<file path="config.mk">
export PLATFORM = sky130hd
export DESIGN_NAME = fg_tach
export DESIGN_NICKNAME = d
export VERILOG_FILES = /design/src/rtl/fg_tach.sv
export SDC_FILE = /design/constraint.sdc
export NUM_CORES = 1
export LEC_CHECK = 0
export CAP_MARGIN = 25
export CORE_MARGIN = 4
export CORE_UTILIZATION = 37
export CTS_CLUSTER_SIZE = 8
export DETAILED_ROUTE_END_ITERATION = 7
export DONT_BUFFER_PORTS = 1
export PLACE_DENSITY = 0.58
export SYNTH_ARGS = -nofsm -noshare
export SYNTH_HDL_FRONTEND = slang
export SYNTH_SLANG_ARGS = --single-unit
</file>
<file path="constraint.sdc">
create_clock -name CLK1 -period 2.6 [get_ports CLK1]
set_input_delay 0.52 -clock CLK1 [delete_from_list [all_inputs] [get_ports CLK1]]
set_output_delay 0.52 -clock CLK1 [all_outputs]
set_load 0.01 [all_outputs]
</file>
<file path="src/rtl/fg_tach.sv">
// rtl/fg_tach.sv - FG tach period measurement, divided feedback and stall detection
module fg_tach #(
  parameter int DIV_N  = 6,
  parameter int CNT_W  = 24,
  parameter int GLITCH = 1000,
  parameter int TMO    = 2_000_000
) (
  input  logic             CLK1,
  input  logic             RESET_N,
  input  logic             FG_IN,
  input  logic             EN,
  output logic             FG_FB,
  output logic [CNT_W-1:0] PER,
  output logic             PER_VLD,
  output logic             STALL
);

  localparam int DW = (DIV_N > 2) ? $clog2(DIV_N) : 1;
  localparam logic [DW-1:0]  DIV_LAST = DW'(DIV_N - 1);
  localparam logic [DW-1:0]  DIV_HALF = DW'(DIV_N / 2);
  localparam logic [CNT_W:0] GLITCH_C = (CNT_W + 1)'(GLITCH);
  localparam logic [CNT_W:0] TMO_C    = (CNT_W + 1)'(TMO);
  localparam logic [CNT_W:0] ONE_C    = (CNT_W + 1)'(1);

  typedef enum logic [1:0] {IDLE, ACQ, RUN, STL} state_t;

  state_t           state_q, state_d;
  logic             sync1_q, sync2_q, sync3_q, edge_q;
  logic [CNT_W-1:0] cnt_q, cnt_d;
  logic [DW-1:0]    div_q, div_d;
  logic             fb_q, fb_d;
  logic [CNT_W-1:0] per_q, per_d;
  logic             vld_q, vld_d;
  logic             stall_q, stall_d;

  logic [CNT_W:0]   cnt_inc;
  logic [CNT_W-1:0] cnt_sat;
  logic [DW-1:0]    div_nxt;
  logic             accept;
  logic             timeout;

  // Synchronize FG_IN and register a one-clock rising-edge strobe
  always_ff @(posedge CLK1 or negedge RESET_N) begin
    if (!RESET_N) begin
      sync1_q <= 1'b0;
      sync2_q <= 1'b0;
      sync3_q <= 1'b0;
      edge_q  <= 1'b0;
    end else begin
      sync1_q <= FG_IN;
      sync2_q <= sync1_q;
      sync3_q <= sync2_q;
      edge_q  <= sync2_q & ~sync3_q;
    end
  end

  // cnt+1 saturates so a long stall can never wrap into a short bogus period
  assign cnt_inc = {1'b0, cnt_q} + ONE_C;
  assign cnt_sat = cnt_inc[CNT_W] ? '1 : cnt_inc[CNT_W-1:0];
  assign div_nxt = (div_q == DIV_LAST) ? '0 : div_q + DW'(1);
  assign accept  = EN & edge_q & ((state_q == IDLE) | (cnt_inc >= GLITCH_C));
  assign timeout = ((state_q == ACQ) | (state_q == RUN)) & (cnt_inc == TMO_C);

  // Next-state and output decode; an accepted edge takes priority over timeout
  always_comb begin
    state_d = state_q;
    cnt_d   = (state_q == IDLE) ? '0 : cnt_sat;
    div_d   = div_q;
    fb_d    = fb_q;
    per_d   = per_q;
    vld_d   = 1'b0;
    stall_d = stall_q;
    if (!EN) begin
      state_d = IDLE;
      cnt_d   = '0;
      div_d   = '0;
      fb_d    = 1'b0;
      stall_d = 1'b0;
    end else if (accept) begin
      cnt_d   = '0;
      div_d   = div_nxt;
      fb_d    = (div_nxt >= DIV_HALF);
      stall_d = 1'b0;
      case (state_q)
        IDLE:    state_d = ACQ;
        ACQ,
        RUN: begin
          state_d = RUN;
          per_d   = cnt_sat;
          vld_d   = 1'b1;
        end
        default: state_d = ACQ;
      endcase
    end else if (timeout) begin
      state_d = STL;
      stall_d = 1'b1;
    end
  end

  // State, counters and registered outputs
  always_ff @(posedge CLK1 or negedge RESET_N) begin
    if (!RESET_N) begin
      state_q <= IDLE;
      cnt_q   <= '0;
      div_q   <= '0;
      fb_q    <= 1'b0;
      per_q   <= '0;
      vld_q   <= 1'b0;
      stall_q <= 1'b0;
    end else begin
      state_q <= state_d;
      cnt_q   <= cnt_d;
      div_q   <= div_d;
      fb_q    <= fb_d;
      per_q   <= per_d;
      vld_q   <= vld_d;
      stall_q <= stall_d;
    end
  end

  assign FG_FB   = fb_q;
  assign PER     = per_q;
  assign PER_VLD = vld_q;
  assign STALL   = stall_q;

endmodule

</file>
# [Yosys cells after proc, flatten, opt, wreduce, memory -nomap -nowiden]
# Cells that the tools add are included.
[totals] word_cells=50 reg_bits=60 out_inout_bits=27 inputBits=4
[classes] reduce_logical=3 muxes=19 n_lt_le_gt_ge=2 n_eq_ne=6 n_addsub=2 bitwise=7
[op_table] op="24-bit two-way mux" n=4
[op_table] op="24-bit by 1-bit adder with 25-bit output, second input constant" n=1
[op_table] op="25-bit by 21-bit == test with 1-bit output, second input constant" n=1
[op_table] op="25-bit by 10-bit greater-or-equal comparator with 1-bit output, second input constant" n=1
[op_table] op="3-bit two-way mux" n=3
[op_table] op="1-bit two-way mux" n=8
[op_table] op="2-bit two-way mux" n=4
[op_table] op="1-bit AND" n=4
[op_table] op="3-bit by 1-bit adder with 3-bit output, second input constant" n=1
[op_table] op="3-bit == test, second input constant" n=1
[op_table] op="3-bit by 2-bit greater-or-equal comparator with 1-bit output, second input constant" n=1
[op_table] op="3-bit by 1-bit inequality test with 1-bit output, second input constant" n=1
[op_table] op="3-bit AND reduction" n=1
[op_table] op="2-bit by 1-bit == test with 1-bit output, second input constant" n=1
[op_table] op="2-bit == test, second input constant" n=1
[op_table] op="2-bit logical NOT" n=1
[op_table] op="2-bit by 1-bit inequality test with 1-bit output, second input constant" n=1
[op_table] op="1-bit bitwise OR" n=2
[op_table] op="2-bit OR reduction" n=1
[op_table] op="1-bit NOT" n=1

# [Depth between registers and ports, before layout]
# Gate-level depths: netlist of run 1.
[logic_depth] ltp_word=6 depth_mapped=10 mapped_depth_nobuf=8

# [Worst setup path after synthesis of run 1]
# Ideal clock, no wire load.
[synth_path] kind="register -> register" start="register cnt_q[0]" end="register per_q[10] (netlist: PER[10])" slack_ps=-117 synth_period_minus_slack_ps=2717 setup_ps=125 n_path_buf=2 arrival_ps=2592 t_required_ps=2475 path_stages_with_launch=11 path_cell_list="dfrtp_1 -> ha_1 -> buf_2 -> nand3_1 -> or3_1 -> a221oi_1 -> a22oi_1 -> o2111a_2 -> a21oi_4 -> buf_6 -> mux2_4"
[synth_between] elab_chain_len=5 word_cells_on_any_way=6 classes_between="1 x add/sub; 1 x order compare; 1 x mux; 2 x bitwise; 1 x reduce/logical"
[synth_lines] item="start, declared" line="29" text="logic [CNT_W-1:0] cnt_q, cnt_d;"
[synth_lines] item="start signal, assigned" line="112" text="cnt_q <= cnt_d;"
[synth_lines] item="24-bit by 1-bit adder with 25-bit output *" line="58" text="assign cnt_inc = {1'b0, cnt_q} + ONE_C;"
[synth_lines] item="25-bit by 10-bit greater-or-equal comparator with 1-bit output" line="61" text="assign accept = EN & edge_q & ((state_q == IDLE) | (cnt_inc >= GLITCH_C));"
[synth_lines] item="1-bit bitwise OR" line="61"
[synth_lines] item="1-bit AND" line="61"
[synth_lines] item="3-bit AND reduction (no source line)"
[synth_lines] item="end signal, assigned" line="115" text="per_q <= per_d;"
[synth_lines] item="end, declared" line="32" text="logic [CNT_W-1:0] per_q, per_d;"
# Every way passes the cells marked *; elsewhere a longest branch is shown, timed or not.
# A chain may end at the register's enable or synchronous reset.

# [Worst setup path after layout of run 1]
[layout_path] start="register cnt_q[6]" end="register per_q[15] (netlist: PER[15])"
# Same word-level chain as after synthesis.

==> flow_summary.json, run 1 <==
{
  "syn_avg_cell_area_um2": 10.17,
  "synth_area_leaders": "dfrtp_1 44%, nor4b_1 4.6%, mux2_4 4.4%, mux2i_1 3.8%, nand2_1 3.5%",
  "ant_nets": 0,
  "fp.dieH_um": 104.1,
  "hp-class": "input pin to async pin",
  "finClkSkew_ns": 0.01022,
  "fin_crit_sh_pct": 102.1,
  "firstDrtPassIters": 6,
  "ys.flop_type": "dfrtp_1",
  "post-route-min-period_ns": 2.655,
  "diodes": 0,
  "dieArea_mm2": 0.01084,
  "drc": 0,
  "tightestPinTransition_ns": 0.6468,
  "synth_edf_count": 0,
  "synth_seq_cells": 60,
  "synth_nets": 342,
  "p_seq_share_pct": 45.1,
  "slew_headroom_pct": 56.88,
  "rsz0062_at_grt": "true",
  "pwr-share-comb_pct": 12.2,
  "layout-drive-gt1-share_pct": 43.63,
  "port_buffers": 0,
  "crit_fanout": 5,
  "p_int_mw": 1.740,
  "cts_max_path_buffers": 2,
  "crit_path_start_kind": "flop",
  "clk_pin_slew_ns": 0.07,
  "grt_pass1_wl_um": 15930,
  "start_util_pct": 38.63,
  "synth_top_area_share_pct": 43.92,
  "via_count": 3144,
  "utilization_pct": 56.67,
  "area_growth_pct": 46.71,
  "hold_violations": 0,
  "h-tree-depth": 3,
  "grt_max_degree": 61,
  "place_congestion": 0.9261,
  "grt_overflow": 0,
  "routed_wl_um": 10520,
  "die_x_um": 104.1,
  "async_flop_share_pct": 100.0,
  "crit_type": "flop to flop",
  "p_clk_share_pct": 42.8,
  "crit_arrival_ns": 2.89,
  "rows": 34,
  "status": "finished with violations",
  "synth_cells": 336,
  "grt_pass1_vias": 3022,
  "synth-seq-area-share_pct": 43.92,
  "core-area_mm2": 0.008848,
  "wire_per_inst_um": 19.77,
  "cts_tree": "done",
  "drv_cap": 0,
  "yosysTopAreaCell": "dfrtp_1",
  "antenna_found_initial": 0,
  "drtIter0Drc": 202,
  "setup_viol": 14,
  "p_leak_nw": 2.112,
  "power.density_mw_per_mm2": 467.0,
  "syn_area_mm2": 0.003418,
  "cts.sinks": 60,
  "violations": "negative setup slack",
  "dp_hpwl_um": 6474,
  "critPathRequiredTime_ns": 2.83,
  "ys_types": 58,
  "grt_usage_pct": 18.52,
  "cts_root_buf": "clkbuf_8",
  "maxClockFrequency_ghz": 0.3767,
  "power.total_mw": 2.342,
  "switching_power_mw": 0.6018,
  "cts_made_buffers": 9,
  "ios": 31,
  "drv_slew": 0,
  "ys.warnings.count": 0,
  "vias_per_cell": 5.910,
  "num-nets-final": 425,
  "end_kind": "flop",
  "placed_cells": 494,
  "swShare_pct": 25.70,
  "peakVddDrop_uv": 306.5,
  "layoutNonFillerInstCount": 532,
  "setup_ws_ns": -0.05477,
  "insertion_delay_ns": 0.35
}
==> cell usage after synthesis (all sizes together), types with 4 or more instances <==
cell and count:
xnor2 10, nand2 32, nand4 10, mux2i 13
dfrtp 60, nor3 14, or3 4, mux2 18
nor4 13, and3 5, a21oi 7, clkbuf 10
inv 16, xor2 4, buf 16, nand3 13
nor4b 18, o21ai 5, and4 7, nor2 15
==> critical path, cell delays in order (launching register included) <==
cell	delay [ns]
dfrtp_1	0.36
nand4_1	0.21
or4bb_1	0.55
a221oi_2	0.29
a22oi_2	0.12
o2111a_2	0.18
buf_6	0.13
a21oi_4	0.21
clkbuf_16	0.20
mux2_4	0.29
==> power by group through the flow <==
stage / logic, mW / registers, mW / clock network, mW
floorplan: 0.107 / 1.06 / 0
global placement: 0.143 / 1.07 / 0
detailed placement: 0.149 / 1.07 / 0
CTS: 0.190 / 1.06 / 1.03
global route: 0.309 / 1.06 / 1.08
finish: 0.285 / 1.06 / 1.00
==> layout by cell type, fill, tap and decap left out, drive strengths merged, types with 4 or more instances in the layout <==
master / n
buf: 94
dfrtp: 60
nand2: 32
nor4b: 18
mux2: 18
inv: 16
nor2: 15
nor3: 14
clkbuf: 14
mux2i: 13
nand3: 13
nor4: 13
nand4: 10
xnor2: 10
a21oi: 8
and4: 7
and3: 5
o21ai: 5
or3: 4
xor2: 4
==> registers in the layout, indices dropped and copies added, names as in the netlist, 2 cells and up <==
signal	count
PER	24
cnt_q	24
div_q	3
state_q	2
==> logic make-up (layout without fill, tap and decap cells) <==
logic type,count (synthesis),count (layout),synth area share (%)
DFF,60,60,43.92
xor gates and xnor gates,14,14,3.587
AOI/OAI and AO/OA,42,43,9.517
adders and majority gates,2,2,0.7319
buffers and inverters,42,129,5.966
muxes,31,31,10.83
and+or+nand+nor,145,145,25.44
==> layout make-up <==
type                    instances  area (um2)
well taps                     108       135.1
inverters                      16       60.06
clock buffers                  11       131.4
flip-flops and latches         60        1503
clock inverters                 5       100.1
fillers                       753        3834
multi-input cells             235        2183
repair buffers                 97       902.1
==> repair_timing <==
| action | in CTS | in global routing |
|---|---|---|
| buffers inserted | 10 | 6 |
| pin swaps | 10 | 18 |
| setup endpoints to repair | 53 | 55 |
| endpoints found under the hold margin | 60 | 0 |
| gates cloned | 1 | 4 |
| gates resized for setup | 22 | 66 |
| hold buffers | 1 | 0 |
==> per-layer routing <==
metal	vias up	GRT usage [%]	share of wire, %
met5	-	0	0
met4	0	7.123	3.0
met3	32	6.021	6.1
met2	123	29.16	47
met1	1573	23.64	44
li1	1416	-	-
==> stage by stage <==
stage               area, um2  hold slack, ns  setup slack (ns)  setup TNS [ns]
floorplan                3446          0.2244           0.01174               0
global placement         4026          0.2267           -0.4034          -10.19
detailed placement       4026          0.2264           -0.4713          -13.42
CTS                      4501         0.03755          -0.03380         -0.3455
global route             5015         0.03093           -0.1590          -5.501
finish                   5015         0.02812          -0.05477         -0.3620
==> path summary, 6_finish.rpt <==
path | to | slack (ns) | depth (start not counted) | from
worst max-delay path | PER[15] | -0.05 | 9 | cnt_q[6]
worst min-delay path | cnt_q[14] | 0.03 | 1 | RESET_N
worst max register to register | PER[15] | -0.05 | 9 | cnt_q[6]
worst min register to register | sync2_q | 0.35 | 0 | sync1_q
max in group asynchronous | cnt_q[19] | 2.29 | 1 | RESET_N
min in group CLK1 | sync1_q | 0.20 | 0 | FG_IN
Power figures use the tool's default switching activity.
==> run 2, diff against run 1 <==
Settings changed: CTS_CLUSTER_DIAMETER set to 120.
==> results of run 2 <==
No change in the layout: final DEF, timing and power equal those of run 1.
==> run 3, diff against run 2 <==
Settings changed: TNS_END_PERCENT set to 1.
==> run 3 against run 2 <==
Net effect:
- non-clock buffer count fell by 7
- utilization fell by 4.4 points
- die area did not move
- routed wire length fell by 8.2%
- maximum frequency fell by 1.1%
- first-iteration DRC count rose by 2.5%
- largest power group unchanged
- the run still ends with negative setup slack left
- critical endpoint is now PER[19]
- power fell by 3.4%
- via count fell by 6.0%
- register-to-register slack got worse by 0.03 ns
- critical path type unchanged
- clock skew rose by 0.0011 ns
- sequential share of layout area rose by 2.5 points
- worst setup slack got worse by 0.028 ns
==> flow_summary.json, run 3 (synthesis results as in run 1) <==
{
  "p_seq_share_pct": 46.6,
  "routed_wl_um": 9654,
  "slowest_stage": "or4bb_1",
  "p_leak_nw": 2.023,
  "via_count": 2955,
  "maxClockFrequency_ghz": 0.3727,
  "ff_latch_area_mm2": 0.001501,
  "setup_viol": 24,
  "drtIter0Drc": 207,
  "port_buffers": 0,
  "fp.dieH_um": 104.1,
  "setup_ws_ns": -0.08299,
  "ios": 31,
  "pwr-share-comb_pct": 9.1,
  "rows": 34,
  "worst-path-buf-inv": 3,
  "tightestPinTransition_ns": 0.4054,
  "swShare_pct": 24.52,
  "firstDrtPassIters": 4,
  "place_area_mm2": 0.004026,
  "place_ws_ns": -0.4713,
  "path_delay_family": "compound AO/OA/AOI/OAI gates",
  "hold_violations": 0,
  "die_x_um": 104.1,
  "hp-class": "input pin to async pin",
  "area_growth_pct": 35.36,
  "post-route-min-period_ns": 2.683,
  "core-area_mm2": 0.008848,
  "p_clk_share_pct": 44.3,
  "mostFrequentLayoutCell": "buf_4",
  "clk_pin_slew_ns": 0.07,
  "status": "finished with violations",
  "fin_crit_sh_pct": 103.2,
  "wire_per_inst_um": 18.39,
  "multiInputGateArea_mm2": 0.001923,
  "dieArea_mm2": 0.01084,
  "drv_slew": 0,
  "antenna_found_initial": 0,
  "violations": "negative setup slack",
  "num-nets-final": 418,
  "grt_pass1_wl_um": 15800,
  "power.density_mw_per_mm2": 489.0,
  "fillers": 822,
  "start_util_pct": 38.63,
  "fin_area_mm2": 0.004627,
  "critPathRequiredTime_ns": 2.84,
  "peakVddDrop_uv": 305.7,
  "crit_arrival_ns": 2.92,
  "cts.sinks": 60,
  "slew_headroom_pct": 72.76,
  "dp_hpwl_um": 6474,
  "rsz0062_at_grt": "true",
  "cts_max_path_buffers": 2,
  "grt_overflow": 0,
  "place_congestion": 0.9261,
  "finClkSkew_ns": 0.01132,
  "most-common-layout-cells": "79 x buf_4, 60 x dfrtp_1, 32 x nand2_1, 16 x inv_1",
  "crit_fanout": 9,
  "grt_pass1_vias": 3004,
  "insertion_delay_ns": 0.35,
  "cts_tree": "done",
  "layout-drive-gt1-share_pct": 37.89,
  "slowest_delay_ns": 0.51,
  "drc": 0,
  "power.total_mw": 2.263,
  "cts_made_buffers": 9,
  "vias_per_cell": 5.629,
  "grt_usage_pct": 18.39,
  "p_int_mw": 1.708,
  "drv_cap": 0,
  "diodes": 0,
  "end_kind": "flop",
  "crit_path_start_kind": "flop",
  "crit_chain": "nand4_1 -> buf_4 -> or4bb_1 -> a221oi_2 -> a22oi_1 -> o2111a_2 -> buf_6 -> a21oi_4 -> buf_12 -> mux2_4",
  "ant_nets": 0,
  "crit_type": "flop to flop",
  "switching_power_mw": 0.5547,
  "grt_max_degree": 61,
  "cts_root_buf": "clkbuf_8",
  "h-tree-depth": 3
}
[run 3: cell types whose count changed in the layout (fill, tap and decap cells not counted), moves of 2 or more]
cell / delta
buf_6: -7
nor4_4: -2
clkbuf_16: -3
nor2_1: +3
nor4b_1: +3
mux2_2: -2
nor4_1: +4
nor4b_2: +11
buf_4: +3
nor2_2: -2
nor4_2: -2
nor4b_4: -14
mux2_1: +3
[run 3: layer usage]
| layer | vias to the layer above | share of wire [%] | track usage [%] |
|---|---|---|---|
| met3 | 19 | 5.5 | 6.021 |
| met4 | 0 | 2.4 | 7.123 |
| met2 | 70 | 48 | 28.83 |
| li1 | 1406 | - | - |
| met5 | - | 0 | 0 |
| met1 | 1460 | 45 | 23.53 |
[run 3: timing repair]
item	CTS	global route
gates cloned	1	0
setup endpoints to repair	53	54
buffers inserted	8	4
resized for setup	18	22
endpoints found under the hold margin	60	0
hold buffers	1	0
pin swaps	9	7
[run 3: worst paths after layout]
check	from	to	slack, ns	depth (start not counted)
max	cnt_q[6]	PER[19]	-0.08	10
min	RESET_N	PER[11]	0.03	1
max reg2reg	cnt_q[6]	PER[19]	-0.08	10
min reg2reg	sync1_q	sync2_q	0.35	0
max in group asynchronous	RESET_N	cnt_q[21]	2.32	1
min in group CLK1	FG_IN	sync1_q	0.20	0
[run 3: power groups by stage]
stage,Sequential (mW),Clock (mW),Combinational (mW)
finish,1.05,1.00,0.207
global route,1.06,1.08,0.231
CTS,1.06,1.03,0.190
detailed placement,1.07,0,0.149
global placement,1.07,0,0.143
floorplan,1.06,0,0.107
[run 3: final cells by class]
cell class | instances | area share (%)
clock inverter | 5 | 2.163
timing repair buffer | 90 | 16.77
multi-input combinational | 235 | 41.56
tap | 108 | 2.921
inverter | 16 | 1.298
clock buffer | 11 | 2.839
sequential | 60 | 32.45
[run 3: through the flow]
step	setup TNS [ns]	utilization [%]	cells	hold WS (ns)
2_1_floorplan	0	-	336	0.2244
3_3_place_gp	-10.19	45.50	494	0.2267
3_5_place_dp	-13.42	45.50	494	0.2264
4_1_cts	-0.4843	50.42	520	0.03755
5_1_grt	-6.245	52.29	525	0.03093
6_report	-1.426	52.29	525	0.03477
